$ cat src/rtl/mem_stage.sv
// Memory-access pipeline stage: drives the data-memory bus, stalls upstream while the bus is busy,
// aborts a stuck access after TIMEOUT_CYC wait cycles. Optional macro MEM_ALIGN_CHECK_EN flags misaligned word accesses.
module mem_stage #(
    parameter int TIMEOUT_CYC = 255
) (
    input  logic        clk,
    input  logic        rst_n,
    input  logic        RegWriteM,
    input  logic        MemtoRegM,
    input  logic        MemWriteM,
    input  logic        MemWriteSBM,
    input  logic [31:0] ALUOutM,
    input  logic [31:0] WriteDataM,
    input  logic [4:0]  WriteRegM,
    input  logic [31:0] PCPlus4M,
    input  logic        JalM,
    input  logic        sysM,
    input  logic        breakM,
    output logic        dmem_req,
    output logic        dmem_we,
    output logic [3:0]  dmem_be,
    output logic [31:0] dmem_addr,
    output logic [31:0] dmem_wdata,
    input  logic [31:0] dmem_rdata,
    input  logic        dmem_ready,
    output logic        StallM,
    output logic        RegWriteW,
    output logic        MemtoRegW,
    output logic        JalW,
    output logic        sysW,
    output logic        breakW,
    output logic [31:0] ReadDataW,
    output logic [31:0] ALUOutW,
    output logic [4:0]  WriteRegW,
    output logic [31:0] PCPlus4W,
    output logic        bus_err_W,
    output logic        align_err_W
);

    typedef enum logic {
        S_IDLE,
        S_WAIT
    } state_t;

    state_t      stateReg;
    logic [7:0]  countReg;

    logic        isByteStore;
    logic        isWordStore;
    logic        isLoad;
    logic        access;
    logic        misaligned;
    logic        busReq;
    logic        timeoutHit;
    logic        stall;

    // Priority: byte store over word store over load.
    assign isByteStore = MemWriteSBM;
    assign isWordStore = MemWriteM & ~MemWriteSBM;
    assign isLoad      = MemtoRegM & ~MemWriteM & ~MemWriteSBM;
    assign access      = MemtoRegM | MemWriteM | MemWriteSBM;

`ifdef MEM_ALIGN_CHECK_EN
    assign misaligned = (isLoad | isWordStore) & (ALUOutM[1:0] != 2'b00);
`else
    assign misaligned = 1'b0;
`endif

    assign busReq     = access & ~misaligned;
    assign timeoutHit = (stateReg == S_WAIT) & ~dmem_ready
                        & (countReg == 8'(TIMEOUT_CYC - 1));
    assign stall      = busReq & ~dmem_ready & ~timeoutHit;

    // Gated by rst_n so the request drops the instant reset is applied.
    assign dmem_req   = rst_n & busReq;
    assign StallM     = rst_n & stall;
    assign dmem_we    = isByteStore | isWordStore;
    assign dmem_addr  = {ALUOutM[31:2], 2'b00};

    genvar gi;
    generate
        for (gi = 0; gi < 4; gi++) begin : g_lane
            assign dmem_be[gi] = isByteStore ? (ALUOutM[1:0] == 2'(gi)) : 1'b1;
            assign dmem_wdata[8*gi +: 8] = isByteStore ? WriteDataM[7:0]
                                                       : WriteDataM[8*gi +: 8];
        end
    endgenerate

    always_ff @(posedge clk or negedge rst_n) begin
        if (!rst_n) begin
            stateReg    <= S_IDLE;
            countReg    <= 8'd0;
            RegWriteW   <= 1'b0;
            MemtoRegW   <= 1'b0;
            JalW        <= 1'b0;
            sysW        <= 1'b0;
            breakW      <= 1'b0;
            ReadDataW   <= 32'd0;
            ALUOutW     <= 32'd0;
            WriteRegW   <= 5'd0;
            PCPlus4W    <= 32'd0;
            bus_err_W   <= 1'b0;
            align_err_W <= 1'b0;
        end else begin
            case (stateReg)
                S_IDLE: begin
                    if (busReq && !dmem_ready) begin
                        stateReg <= S_WAIT;
                        countReg <= 8'd0;
                    end
                end
                S_WAIT: begin
                    if (dmem_ready || timeoutHit) begin
                        stateReg <= S_IDLE;
                    end else begin
                        countReg <= countReg + 8'd1;
                    end
                end
                default: stateReg <= S_IDLE;
            endcase

            if (timeoutHit || stall) begin
                // Bubble into writeback; a timeout additionally raises the error pulse.
                RegWriteW   <= 1'b0;
                MemtoRegW   <= 1'b0;
                JalW        <= 1'b0;
                sysW        <= 1'b0;
                breakW      <= 1'b0;
                bus_err_W   <= timeoutHit;
                align_err_W <= 1'b0;
            end else begin
                RegWriteW   <= RegWriteM & ~misaligned;
                MemtoRegW   <= MemtoRegM;
                JalW        <= JalM;
                sysW        <= sysM;
                breakW      <= breakM;
                ReadDataW   <= (isLoad && !misaligned) ? dmem_rdata : 32'd0;
                ALUOutW     <= ALUOutM;
                WriteRegW   <= WriteRegM;
                PCPlus4W    <= PCPlus4M;
                bus_err_W   <= 1'b0;
                align_err_W <= misaligned;
            end
        end
    end

endmodule
$ cat config.mk
export PLATFORM = sky130hd
export DESIGN_NAME = mem_stage
export DESIGN_NICKNAME = d
export VERILOG_FILES = /design/src/rtl/mem_stage.sv
export SDC_FILE = /design/constraint.sdc
export NUM_CORES = 1
export LEC_CHECK = 0
export CAP_MARGIN = 10
export CORE_ASPECT_RATIO = 0.9
export CORE_UTILIZATION = 35
export CTS_BUF_LIST = sky130_fd_sc_hd__clkbuf_2 sky130_fd_sc_hd__clkbuf_4 sky130_fd_sc_hd__clkbuf_8
export DETAILED_ROUTE_END_ITERATION = 6
export PLACE_DENSITY = 0.77
export SYNTH_ARGS = -nofsm -noshare
export SYNTH_HDL_FRONTEND = slang
export SYNTH_SLANG_ARGS = --single-unit
$ cat constraint.sdc
create_clock -name clk -period 2.7 [get_ports clk]
set_clock_uncertainty 0.2 [all_clocks]
set_input_delay 0.54 -clock clk [delete_from_list [all_inputs] [get_ports clk]]
set_output_delay 0.54 -clock clk [all_outputs]
set_load 0.005 [all_outputs]
==> results.json, run 1 <==
{
  "cts_tree": "yes",
  "final_cell_mix": "clkdlybuf4s50_1 (313), dfrtp_1 (116), o21ai_0 (68), inv_1 (63), mux2_2 (59)",
  "grt.overflow.total": 0,
  "synthToLayoutAreaGrowth_pct": 70.6,
  "reg2reg_from": "countReg[0]$_DFFE_PN0P_",
  "crit_path_max_fanout": 3,
  "syn_area_per_cell_um2": 11.2,
  "worstSetupPathType": "in2out",
  "fp.dieArea_um2": 15400,
  "end_kind": "output pin",
  "grtUsageTotal": 0.221,
  "clockRootBuffer": "clkbuf_8",
  "diodes": 0,
  "cts.clk_slew.worst_paths_ns": 0.07,
  "vias_per_cell": 4.78,
  "p_per_area_nw_per_um2": 523,
  "cts_sinks": 116,
  "worst_slew_pin_slew_ns": 0.738,
  "fin_crit_ns": 2.65,
  "multiInputGateArea_um2": 1660,
  "start_kind": "input port",
  "drcViolationCount": 0,
  "die_height_um": 118,
  "crit_buf_inv": 2,
  "grt_max_degree": 61,
  "insertion_delay_ns": 0.43,
  "cts_buffers": 17,
  "clock.fmax_mhz": 378,
  "grt_setup_unrepaired": "false",
  "place.gp.congestion": 1.05,
  "antenna_found_initial": 0,
  "required_ns": 1.96,
  "met3_wirelength_um": 1490,
  "synth_edf_count": 0,
  "first_global_vias": 4749,
  "core_area_um2": 14300,
  "rows": 41,
  "highest_layer": "met4",
  "slew_headroom": 0.508,
  "synth_warnings": 0,
  "synth_area_um2": 5230,
  "slowest_stage": "clkdlybuf4s50_1",
  "total_leakage_power_nw": 3.78,
  "io_buffers": 318,
  "fillers": 1084,
  "htree_levels": 4,
  "slowest_delay_ns": 0.57,
  "place_area_um2": 8470,
  "final_common_cell": "clkdlybuf4s50_1",
  "met1_length_um": 6580,
  "die_x_um": 131,
  "ant_nets": 0,
  "final_cell_area_um2": 8920,
  "hold_ws_ns": 0.0574,
  "synth-seq-area-share": 0.555,
  "synth.distinct_cells": 33,
  "firstDrtPassIters": 5,
  "critPathTopFamily": "buffers and inverters",
  "dr_wl_met2_um": 8120,
  "synthArstFlopShare": 1.00,
  "drt_wl_total_um": 16600,
  "io_pins": 322,
  "seq_area_um2": 2900,
  "dp_hpwl_um": 12700,
  "finalSetupViolCount": 0,
  "ys.flop_type": "dfrtp_1",
  "syn-instance-count": 468,
  "hp-class": "in2async",
  "vias": 4648,
  "path_cells": "clkdlybuf4s50_1, nand2_1, o21ai_0, clkdlybuf4s50_1",
  "start_util": 0.365,
  "wl_per_cell_um": 17.1,
  "critPathLaunch": "WriteDataM[1]",
  "vdd_drop_max_v": 0.000271,
  "grt_pass1_wl_um": 25500,
  "hold_violations": 0,
  "drv_cap": 0,
  "nets": 912,
  "status": "finished clean",
  "drive_gt1_frac": 0.159,
  "period_share": 0.980,
  "drv_slew": 0,
  "ys_seq_elements": 116,
  "cts.path.max_buffers": 2,
  "drt_iter0_drc": 272,
  "crit_top_cell": "clkdlybuf4s50_1",
  "arrival_ns": 1.91
}
==> layer usage <==
metal,global-route usage,vias to the layer above
li1,-,2136
met1,0.268,2241
met2,0.359,239
met3,0.0691,32
met4,0.0898,0
met5,0,-
==> final timing paths <==
check | depth (start not counted) | slack (ns) | end
worst max-delay path | 4 | 0.05 | dmem_wdata[9]
worst min register to register | 1 | 0.29 | ALUOutW[2]$_DFFE_PN0N_
min in group clk | 1 | 0.29 | ALUOutW[2]$_DFFE_PN0N_
max in group asynchronous | 3 | 1.01 | ALUOutW[9]$_DFFE_PN0N_
worst max register to register | 8 | 0.57 | WriteRegW[4]$_DFFE_PN0N_
worst min-delay path | 2 | 0.06 | ReadDataW[7]$_DFFE_PN0N_
==> synth_stat cells, types with 2 or more instances <==
cell,count,area share
a211o_1,2,0.0034
a21o_1,2,0.0029
and2_1,6,0.0072
and3_1,2,0.0024
buf_4,46,0.066
buf_6,2,0.0043
clkbuf_1,18,0.013
dfrtp_1,116,0.56
ha_1,2,0.0048
inv_1,63,0.045
mux2_1,10,0.022
mux2_2,59,0.13
nand2_1,13,0.0093
nand3_1,3,0.0029
nand4_1,32,0.038
nor2_1,5,0.0036
nor4_1,3,0.0036
o21ai_0,68,0.065
o31ai_1,2,0.0029
==> metrics by stage <==
step                      cells  setup WS, ns  power [mW]  TNS (ns)  utilization
after floorplan             470         0.624        2.28         0            -
after global placement      937       -0.0942        2.97    -0.385        0.592
after detailed placement    937        -0.139        3.00     -1.44        0.592
after CTS                   973        0.0360        4.72         0        0.623
after global routing        973       0.00997        4.90         0        0.623
final                       973        0.0538        4.66         0        0.623
==> cell type report <==
class,count,share of cell area
multi-input combinational,224,0.186
inverter,63,0.0265
timing repair buffer,345,0.387
tap,193,0.0271
clock inverter,9,0.0142
clock buffer,23,0.0334
sequential,116,0.325
==> cell families (layout without fill, tap and decap cells) <==
logic type / after synthesis / after routing / share of synthesized area
AO/OA/AOI/OAI: 79 / 79 / 0.0828
adder cells (fa/ha/maj): 2 / 2 / 0.00479
buffers and inverters: 130 / 440 / 0.129
flip-flops: 116 / 116 / 0.555
multiplexers: 69 / 69 / 0.149
other: 1 / 3 / 0.000718
AND/OR/NAND/NOR: 71 / 71 / 0.0783
==> state kept, by name, indices dropped and copies added, names as in the netlist <==
| signal | cells |
|---|---|
| MemtoRegW | 1 |
| breakW | 1 |
| stateReg | 1 |
| WriteRegW | 5 |
| sysW | 1 |
| ReadDataW | 32 |
| JalW | 1 |
| RegWriteW | 1 |
| countReg | 8 |
| bus_err_W | 1 |
| PCPlus4W | 32 |
| ALUOutW | 32 |
==> worst register-to-register path: stages, from the launching register on <==
cell	delay, ns
dfrtp_1	0.38
inv_1	0.06
ha_1	0.15
and4_1	0.23
nand2_2	0.10
a21oi_4	0.20
buf_12	0.19
buf_12	0.17
mux2_2	0.35
==> report_power, final <==
part | internal (mW) | leakage, nW | switching [mW] | total (mW)
combinational | 0.668 | 2.12 | 0.349 | 1.02
sequential | 1.88 | 1.44 | 0.0745 | 1.95
clock | 1.01 | 0.220 | 0.680 | 1.69
==> timing repair <==
item	in CTS	in global routing
endpoints found under the setup margin	25	1
pin swaps	1	0
cloned	2	0
hold buffers	0	0
gates resized for setup	4	1
buffers inserted	2	0
Power figures use the tool's default switching activity.
==> run 2: changes to the inputs <==
SLEW_MARGIN = 15   (was default)
==> results of run 2 <==
The final DEF is identical to that of run 1; final timing and power are the same.
